`config.mk`:
```
export PLATFORM = sky130hd
export DESIGN_NAME = mat_key_scanner
export DESIGN_NICKNAME = d
export VERILOG_FILES = /design/src/rtl/mat_key_scanner.sv
export SDC_FILE = /design/constraint.sdc
export NUM_CORES = 1
export LEC_CHECK = 0
export ABC_AREA = 1
export CORE_ASPECT_RATIO = 0.8
export CORE_MARGIN = 8
export CORE_UTILIZATION = 63
export DETAILED_ROUTE_END_ITERATION = 7
export PLACE_DENSITY = 0.95
export REMOVE_ABC_BUFFERS = 1
export SYNTH_ARGS = -nofsm -noshare
export SYNTH_HDL_FRONTEND = slang
export SYNTH_SLANG_ARGS = --single-unit
```
`constraint.sdc`:
```
create_clock -name sys_clk -period 8.1 [get_ports sys_clk]
set_input_delay 1.62 -clock sys_clk [delete_from_list [all_inputs] [get_ports sys_clk]]
set_output_delay 1.62 -clock sys_clk [all_outputs]
set_load 0.05 [all_outputs]
```
`src/rtl/mat_key_scanner.sv`:
```
// Matrix-keypad scanner: column drive, per-frame debounce and a key-event FIFO.
// Define MAT_KEY_RELEASE_EVT_EN to queue release events as well as presses.
module mat_key_scanner #(
   parameter int N_ROWS     = 4,
   parameter int N_COLS     = 4,
   parameter int SCAN_DIV   = 16,
   parameter int DEBOUNCE   = 4,
   parameter int FIFO_DEPTH = 4,
   parameter int CODE_W     = (N_ROWS * N_COLS > 1) ? $clog2(N_ROWS * N_COLS) : 1
) (
   input  logic                     sys_clk,
   input  logic                     sys_rst,
   input  logic [N_ROWS-1:0]        BTNY,
   output logic [N_COLS-1:0]        BTNX,
   output logic [N_ROWS*N_COLS-1:0] btns,
   output logic                     evt_valid,
   input  logic                     evt_ready,
   output logic [CODE_W-1:0]        evt_code,
   output logic                     evt_press,
   output logic                     overflow
);

   localparam int N_KEYS   = N_ROWS * N_COLS;
   localparam int DIV_W    = $clog2(SCAN_DIV);
   localparam int COL_W    = (N_COLS > 1) ? $clog2(N_COLS) : 1;
   localparam int ROW_W    = (N_ROWS > 1) ? $clog2(N_ROWS) : 1;
   localparam int CNT_W    = (DEBOUNCE > 1) ? $clog2(DEBOUNCE) : 1;
   localparam int PTR_W    = $clog2(FIFO_DEPTH);
   localparam int CNT_BITS = PTR_W + 1;

`ifdef MAT_KEY_RELEASE_EVT_EN
   localparam bit REL_EN = 1'b1;
   localparam int EVT_W  = CODE_W + 1;
`else
   localparam bit REL_EN = 1'b0;
   localparam int EVT_W  = CODE_W;
`endif

   // scan state
   logic [DIV_W-1:0]  div_cnt_reg;
   logic [COL_W-1:0]  col_reg;
   logic [N_COLS-1:0] btnx_reg;
   logic [N_ROWS-1:0] samp_reg;
   logic [COL_W-1:0]  samp_col_reg;
   logic              samp_vld_reg;

   // key processing
   logic                    last_div;
   logic                    proc_en;
   logic [ROW_W-1:0]        row_idx;
   logic [CODE_W-1:0]       key_idx;
   logic                    raw;
   logic                    cur_level;
   logic [CNT_W-1:0]        cur_cnt;
   logic [CNT_W-1:0]        cnt_next;
   logic                    level_flip;
   logic                    evt_push;
   logic [N_KEYS*CNT_W-1:0] cnt_flat;
   logic [N_KEYS-1:0]       btns_level;

   // event FIFO
   logic [EVT_W-1:0]    fifo_mem [FIFO_DEPTH];
   logic [PTR_W-1:0]    wr_ptr_reg;
   logic [PTR_W-1:0]    rd_ptr_reg;
   logic [CNT_BITS-1:0] count_reg;
   logic [EVT_W-1:0]    head_reg;
   logic                overflow_reg;
   logic                pop;
   logic                full;
   logic                push_ok;
   logic                drop;
   logic [PTR_W-1:0]    rd_next;
   logic [CNT_BITS-1:0] count_pop;
   logic [CNT_BITS-1:0] count_next;
   logic [EVT_W-1:0]    push_data;
   logic [EVT_W-1:0]    head_next;

   always_comb begin
      last_div   = (div_cnt_reg == DIV_W'(SCAN_DIV - 1));
      row_idx    = div_cnt_reg[ROW_W-1:0];
      proc_en    = samp_vld_reg && (div_cnt_reg < DIV_W'(N_ROWS));
      key_idx    = CODE_W'(row_idx) * CODE_W'(N_COLS) + CODE_W'(samp_col_reg);
      raw        = samp_reg[row_idx];
      cur_level  = btns_level[key_idx];
      cur_cnt    = cnt_flat[key_idx*CNT_W +: CNT_W];
      cnt_next   = '0;
      level_flip = 1'b0;
      evt_push   = 1'b0;
      if (proc_en && (raw != cur_level)) begin
         if (cur_cnt == CNT_W'(DEBOUNCE - 1)) begin
            level_flip = 1'b1;
            evt_push   = REL_EN || raw;
         end else begin
            cnt_next = cur_cnt + CNT_W'(1);
         end
      end
   end

   // One debounce counter and level bit per key; only the key under the scan pointer moves.
   genvar gi;
   generate
      for (gi = 0; gi < N_KEYS; gi++) begin : g_key
         logic [CNT_W-1:0] cnt_reg;
         logic             level_reg;
         logic             hit;

         assign hit = proc_en && (key_idx == CODE_W'(gi));

         always_ff @(posedge sys_clk) begin
            if (!sys_rst) begin
               cnt_reg   <= '0;
               level_reg <= 1'b0;
            end else if (hit) begin
               cnt_reg <= cnt_next;
               if (level_flip) begin
                  level_reg <= raw;
               end
            end
         end

         assign cnt_flat[gi*CNT_W +: CNT_W] = cnt_reg;
         assign btns_level[gi]              = level_reg;
      end
   endgenerate

   always_comb begin
      pop        = (count_reg != '0) && evt_ready;
      full       = (count_reg == CNT_BITS'(FIFO_DEPTH));
      push_ok    = evt_push && (!full || pop);
      drop       = evt_push && full && !pop;
      push_data  = EVT_W'({raw, key_idx});
      rd_next    = rd_ptr_reg + PTR_W'(pop);
      count_pop  = count_reg - CNT_BITS'(pop);
      count_next = count_pop + CNT_BITS'(push_ok);
      // A push into a FIFO that is empty after this cycle's pop becomes the new head directly.
      head_next  = (count_pop == '0) ? push_data : fifo_mem[rd_next];
   end

   always_ff @(posedge sys_clk) begin
      if (sys_rst && push_ok) begin
         fifo_mem[wr_ptr_reg] <= push_data;
      end
   end

   always_ff @(posedge sys_clk) begin
      if (!sys_rst) begin
         div_cnt_reg  <= '0;
         col_reg      <= '0;
         btnx_reg     <= '1;
         samp_reg     <= '0;
         samp_col_reg <= '0;
         samp_vld_reg <= 1'b0;
         wr_ptr_reg   <= '0;
         rd_ptr_reg   <= '0;
         count_reg    <= '0;
         head_reg     <= '0;
         overflow_reg <= 1'b0;
      end else begin
         btnx_reg <= ~(N_COLS'(1) << col_reg);
         if (last_div) begin
            div_cnt_reg  <= '0;
            samp_reg     <= ~BTNY;
            samp_col_reg <= col_reg;
            samp_vld_reg <= 1'b1;
            col_reg      <= (col_reg == COL_W'(N_COLS - 1)) ? '0 : col_reg + COL_W'(1);
         end else begin
            div_cnt_reg <= div_cnt_reg + DIV_W'(1);
         end

         if (pop) begin
            rd_ptr_reg <= rd_next;
         end
         if (push_ok) begin
            wr_ptr_reg <= wr_ptr_reg + PTR_W'(1);
         end
         count_reg <= count_next;
         if (count_next != '0) begin
            head_reg <= head_next;
         end
         if (drop) begin
            overflow_reg <= 1'b1;
         end
      end
   end

   assign BTNX      = btnx_reg;
   assign btns      = btns_level;
   assign evt_valid = (count_reg != '0);
   assign evt_code  = head_reg[CODE_W-1:0];
   assign overflow  = overflow_reg;
`ifdef MAT_KEY_RELEASE_EVT_EN
   assign evt_press = head_reg[EVT_W-1];
`else
   assign evt_press = 1'b1;
`endif

endmodule
```
Word level (Yosys, flattened, before mapping)
Memories as Yosys holds them, arrays and structs flattened.
Cells that the tools add are included.
- memory bits (writable): 16
- input bits: 7
- word-level logic and storage cells: 141
- output and inout port bits: 27
- memories kept: 1
- flip-flop bits (word level): 77
- memories (memory ; words ; bits a word ; rd ports ; clocked after Yosys merged registers in ; wr ports ; line ; source):
    fifo_mem ; 4 ; 4 ; 1 ; 0 ; 1 ; 62 ; logic [EVT_W-1:0] fifo_mem [FIFO_DEPTH];
- shifts and indexed selects: 2
- equality and inequality tests: 20
- bitwise gates (word level): 3
- add/subtract/negate cells: 8
- magnitude comparators: 3
- reduce and logical (&&, ||, !) cells: 47
- mux-type cells: 14
- operator list (operator ; number):
    == test 4 bit, second input constant ; 9
    AND reduction 2 bit ; 16
    variable part select 32 x 6 -> 2 bit ; 1
    logical AND 1 bit ; 23
    == test 4 x 3 -> 1 bit, second input constant ; 4
    == test 4 x 2 -> 1 bit, second input constant ; 2
    two-way mux 1 bit ; 8
    NOT 4 bit ; 2
    adder 2 x 1 -> 2 bit, second input constant ; 3
    two-way mux 2 bit ; 3
    nonzero test 3 bit ; 2
    less-than comparator 4 x 5 -> 1 bit, second input constant ; 1
    adder 4 x 1 -> 4 bit, second input constant ; 1
    adder 4 x 2 -> 4 bit ; 1
    binary-select mux 1 bit (select 4 bit) ; 1
    == test 2 bit, second input constant ; 2
    == test 4 x 1 -> 1 bit, second input constant ; 1
    zero test 4 bit ; 1
    less-than comparator 4 x 3 -> 1 bit, second input constant ; 1
    two-way mux 4 bit ; 1
    << shifter 1 x 2 -> 4 bit, first input constant ; 1
    adder 3 x 1 -> 3 bit ; 1
    == test 3 bit, second input constant ; 1
    zero test 3 bit ; 1
    other kinds (9) ; 10

Longest topological paths before layout
- depth after elaboration: 10
- depth in mapped cells: 18
- depth with buffers taken out: 16

Worst setup path before layout
No wires, ideal clock.
- path type: in2reg
- start point: in evt_ready
- end point: reg head_reg[0] (netlist: evt_code[0])
- data required time: 7.978 ns
- slack: 4.891 ns
- data arrival time: 3.087 ns
- buffers on the path: 0
- stages: 9
- setup time: 0.122 ns
- path through: nand2_1 > inv_1 > ha_1 > ha_1 > xor2_1 > nor3_1 > a211oi_1 > a21oi_1 > a21oi_1
- cells in the longest elaborated chain, start to end: 5
- elaborated cells on any way between the ends: 10
- those cells by class: add/sub (3); mux (1); reduce/logical (5); memory (1)
- RTL lines (item ; line ; source):
    from (decl) ; 17 ; input logic evt_ready,
    logical AND 1 bit * ; 127 ; pop = (count_reg != '0) && evt_ready;
    via pop ; 68 ; logic pop;
    parallel branches: the longest is 4 deep, another holds subtractor 3 x 1 -> 3 bit ; -- ;
    to (signal assigned) ; 178 ; head_reg <= head_next;
    to (decl) ; 66 ; logic [EVT_W-1:0] head_reg;
Mark *: on every way through the listed nets, which the timed path passes.
A chain may end at the register's enable or synchronous reset.

Worst setup path in the final report
- start point: reg samp_col_reg[0]
- end point: reg head_reg[3] (netlist: evt_code[3])
- cells in the longest elaborated chain, start to end: 9
- elaborated cells on any way between the ends: 13
- those cells by class: add/sub (2); eq/ne (2); shift (1); mux (5); reduce/logical (3)
- RTL lines (item ; line ; source):
    from (decl) ; 44 ; logic [COL_W-1:0] samp_col_reg;
    from (signal assigned) ; 163 ; samp_col_reg <= col_reg;
    adder 4 x 2 -> 4 bit * ; 82 ; key_idx = CODE_W'(row_idx) * CODE_W'(N_COLS) + CODE_W'(samp_col_reg);
    parallel branches: the longest is 8 deep, another holds adder 3 x 1 -> 3 bit ; -- ;
Mark *: on every way between the ends. The select of a mux whose other input is x is not followed.

==> run_results.csv <==
group,metric,value,unit
finish,layout.core_utilization,70.5,%
power,switching_share,31.8,%
power,p_switching,0.328,mW
route,drcViolationCount,0,
synth,yosysWarnings,0,
floorplan,die-area,10100,µm²
timing,timing.final.setup_violations,0,
route,totalWireLength,10900,µm
power,cellPowerDensity,212,nW/µm²
clock_network,clk_path_buf_depth,2,
setup_path,critPathMaxStageDelay,0.83,ns
finish,final_design_area_no_fill,4860,µm²
setup_path,worst_r2r_startpoint,"samp_col_reg[0]$_SDFFE_PN0P_",
timing,clock-skew-final,0.00828,ns
clock_network,ctsHtreeMaxLevel,3,
synth,synth_cell_type_count,38,
finish,post_route_cells_drive_above_1_share,8.89,%
setup_path,timing.rr.end,"evt_code[3]$_SDFFE_PN0P_",
finish,largest_register_ffs,32,
finish,n_antenna_cell,0,
synth,synth_top_area_cell,"sky130_fd_sc_hd__dfxtp_1",
clock_network,clock_pin_slew_reported_for_the_worst_setup_and_hold_paths_after_clock_tree_synthesis,0.09,ns
status,run_status,"finished clean",
timing,final.min_clock_period,4.49,ns
timing,finalSetupTns,0,ns
setup_path,worstSetupEndpointType,"register",
setup_path,worst-path-stages,16,
clock_network,cts_sinks,93,
route,drtPass1Iterations,5,
floorplan,start_util,65.3,%
setup_path,critical-path-top-delay-family,"simple AND/OR/NAND/NOR gates",
route,ant_nets,0,
global_route,grt_max_degree,74,
global_route,wire_length_of_the_first_global_routing_pass,17700,µm
synth,postSynthAreaPerCell,8.28,µm²
finish,design.final.nets,571,
setup_path,worst-endpoint-arrival,4.75,ns
route,via_per_inst,5.84,
setup_path,crit_path_start_kind,"register",
worst_hold_path,timing.hold.worst_endpoint,"g_key[10].level_reg$_SDFFE_PN0P_",
power,power.combinational.fraction,22.0,%
global_route,grt_pass1_vias,3665,
power,internal_power,0.702,mW
finish,area_growth,8.04,%
clock_network,cts.root.buffer_cell,"sky130_fd_sc_hd__clkbuf_8",
synth,synth_async_sr_flop_share,0,%
route,first_iter_violations,337,
setup_path,timing.critical_path.cells,"inv_2, nor2_4, a22oi_1, nand4_1, nand3_1, nand2_1, ha_1, and2_1, nand4_1, nor2_2, ha_1, ha_1, xnor2_1, nand2_1, o21ai_0, a21oi_1",
synth,synth_top_area_share,34.3,%
synth,synth-main-ff-cell,"sky130_fd_sc_hd__dfxtp_1",
timing,worst_hold_slack,0.483,ns
setup_path,cpMostUsedCell,"sky130_fd_sc_hd__ha_1",
placed_design,placement.cell_area,4670,µm²
synth,synth-edff-count,16,
synth,synth-seq-area-share,45.0,%
power,seqPwrFrac,48.4,%
worst_hold_path,startpoint_of_the_worst_hold_path,"g_key[10].level_reg$_SDFFE_PN0P_",
synth,synth_top_cells_by_count,"sky130_fd_sc_hd__dfxtp_1 (77), sky130_fd_sc_hd__nand2_1 (77), sky130_fd_sc_hd__a21oi_1 (53)",
worst_hold_path,hold_class,"register to register",
route,vias,3728,
placed_design,place.gp.congestion,0.878,
clock_network,hold_buffers,0,
route,wire_per_inst,17.0,µm
floorplan,core_area,6890,µm²
power,post-layout-total-power,1.03,mW
timing,slew_headroom,25.9,%
timing,tightest_slew,1.11,ns
job,max_capacitance_violation_count,0,
timing,achievable-frequency,0.223,GHz
global_route,grt_util_all_layers,21.0,%
timing,final_max_slew_viol_count,0,
setup_path,combined_buffer_and_inverter_count_along_the_critical_path,1,
floorplan,fp.dieH,91.6,µm
power,vdd_drop_max,0.134,mV
setup_path,r2r_cells,16,
clock_network,cts_repair_resize_count,0,
synth,postSynthRegisterBits,93,
synth,netlist_instances,543,
floorplan,placement_rows,27,
clock_network,cts_buffers,9,
timing,final_min_period_over_clock_period,55.4,%
timing,rsz0062_at_grt,"no",
global_route,globalRouteOverflowTotal,0,
clock_network,cts_tree,"built",
setup_path,timing.critical_path.slowest_stage_cell,"sky130_fd_sc_hd__and2_1",
setup_path,path_max_fanout,33,
timing,hold_violations,0,
placed_design,hpwl,7690,µm
setup_path,path_class,"register to register",
clock_network,worstSkewPairLatency,0.37,ns
floorplan,boundaryPins,34,
synth,yosys-top-cells-area,"sky130_fd_sc_hd__dfxtp_1 (34%), sky130_fd_sc_hd__edfxtp_1 (11%), sky130_fd_sc_hd__nand2_1 (6.4%)",
floorplan,dieWidth,110,µm
worst_hold_path,whs_path_depth,2,
synth,syn_area,4500,µm²
setup_path,r2r_slack,3.61,ns
power,p_leak,1.88,nW
global_route,antenna_found_initial,0,
placed_design,place.port_buffers,32,
clock_network,postCtsSetupBuffers,0,
setup_path,worst-endpoint-required,8.36,ns
power,clock_power_share,29.6,%
how the worst max path moves through the flow:
stage / from / end / slack, ns
2_1_floorplan: samp_col_reg[0]$_SDFFE_PN0P_ / evt_code[0]$_SDFFE_PN0P_ / 4.63
3_3_place_gp: samp_col_reg[0]$_SDFFE_PN0P_ / evt_code[1]$_SDFFE_PN0P_ / 4.05
3_5_place_dp: samp_col_reg[0]$_SDFFE_PN0P_ / evt_code[2]$_SDFFE_PN0P_ / 3.76
4_1_cts: samp_col_reg[0]$_SDFFE_PN0P_ / evt_code[2]$_SDFFE_PN0P_ / 3.67
5_1_grt: samp_col_reg[0]$_SDFFE_PN0P_ / evt_code[3]$_SDFFE_PN0P_ / 3.20
6_report: samp_col_reg[0]$_SDFFE_PN0P_ / evt_code[3]$_SDFFE_PN0P_ / 3.61
area by class of cell:
| cell class | count | area (µm²) |
|---|---|---|
| Inverter | 56 | 210 |
| Clock inverter | 7 | 66.3 |
| Sequential cell | 93 | 2020 |
| Multi-Input combinational cell | 354 | 2010 |
| Fill cell | 559 | 2030 |
| Tap cell | 87 | 109 |
| Clock buffer | 9 | 124 |
| Timing Repair Buffer | 32 | 315 |
per-stage QoR:
stage                     setup slack [ns]  instances
after floorplan                       4.63        503
after global placement                4.05        622
after detailed placement              3.76        622
after CTS                             3.67        638
after global routing                  3.20        638
final                                 3.61        638
worst min-delay path, stage by stage, from the launching register on:
cell	delay [ns]
sky130_fd_sc_hd__dfxtp_1	0.34
sky130_fd_sc_hd__inv_1	0.06
sky130_fd_sc_hd__a21oi_1	0.05
power by group through the flow:
stage	registers, mW	logic, mW	clock network, mW
2_1_floorplan	0.528	0.140	0
3_3_place_gp	0.507	0.213	0
3_5_place_dp	0.509	0.225	0
4_1_cts	0.498	0.226	0.307
5_1_grt	0.500	0.244	0.325
6_report	0.498	0.227	0.305
placed cells by master (no fill, tap or decap), types with 2 or more instances in the layout:
master,n
sky130_fd_sc_hd__clkinvlp_4,3
sky130_fd_sc_hd__nand3_1,26
sky130_fd_sc_hd__clkdlybuf4s50_1,31
sky130_fd_sc_hd__edfxtp_1,16
sky130_fd_sc_hd__inv_2,4
sky130_fd_sc_hd__inv_1,52
sky130_fd_sc_hd__o21ai_1,4
sky130_fd_sc_hd__ha_1,18
sky130_fd_sc_hd__dfxtp_1,77
sky130_fd_sc_hd__a22oi_1,11
sky130_fd_sc_hd__nor3_1,2
sky130_fd_sc_hd__a21oi_1,53
sky130_fd_sc_hd__nand4_1,21
sky130_fd_sc_hd__a211oi_1,4
sky130_fd_sc_hd__nor2_2,3
sky130_fd_sc_hd__xnor2_1,2
sky130_fd_sc_hd__mux2i_1,4
sky130_fd_sc_hd__nand3_4,2
sky130_fd_sc_hd__nand3_2,2
sky130_fd_sc_hd__nor2_1,49
sky130_fd_sc_hd__mux2_2,4
sky130_fd_sc_hd__nand2_1,77
sky130_fd_sc_hd__clkinv_2,2
sky130_fd_sc_hd__o21ai_0,48
sky130_fd_sc_hd__clkbuf_8,9
sky130_fd_sc_hd__nand2_4,3
sky130_fd_sc_hd__a21oi_2,11
layer usage:
metal	global-route usage (%)	vias up	part of all wire (%)
li1	-	1813	-
met2	36.8	156	50
met5	0	-	0
met4	6.06	0	1.3
met1	25.0	1738	42
met3	5.26	21	7.5
logic make-up (layout without fill, tap and decap cells):
kind of cell | count (synthesis) | after routing | synth area share [%]
buffers and inverters | 96 | 104 | 10.3
adder cells (fa/ha/maj) | 18 | 18 | 5.01
XOR/XNOR | 3 | 3 | 0.584
flip-flops | 93 | 93 | 45.0
AO/OA/AOI/OAI | 134 | 134 | 16.9
AND/OR/NAND/NOR | 190 | 190 | 20.3
other | 1 | 1 | 0.0834
multiplexers | 8 | 8 | 1.89
(Power assumes the default switching activity.)
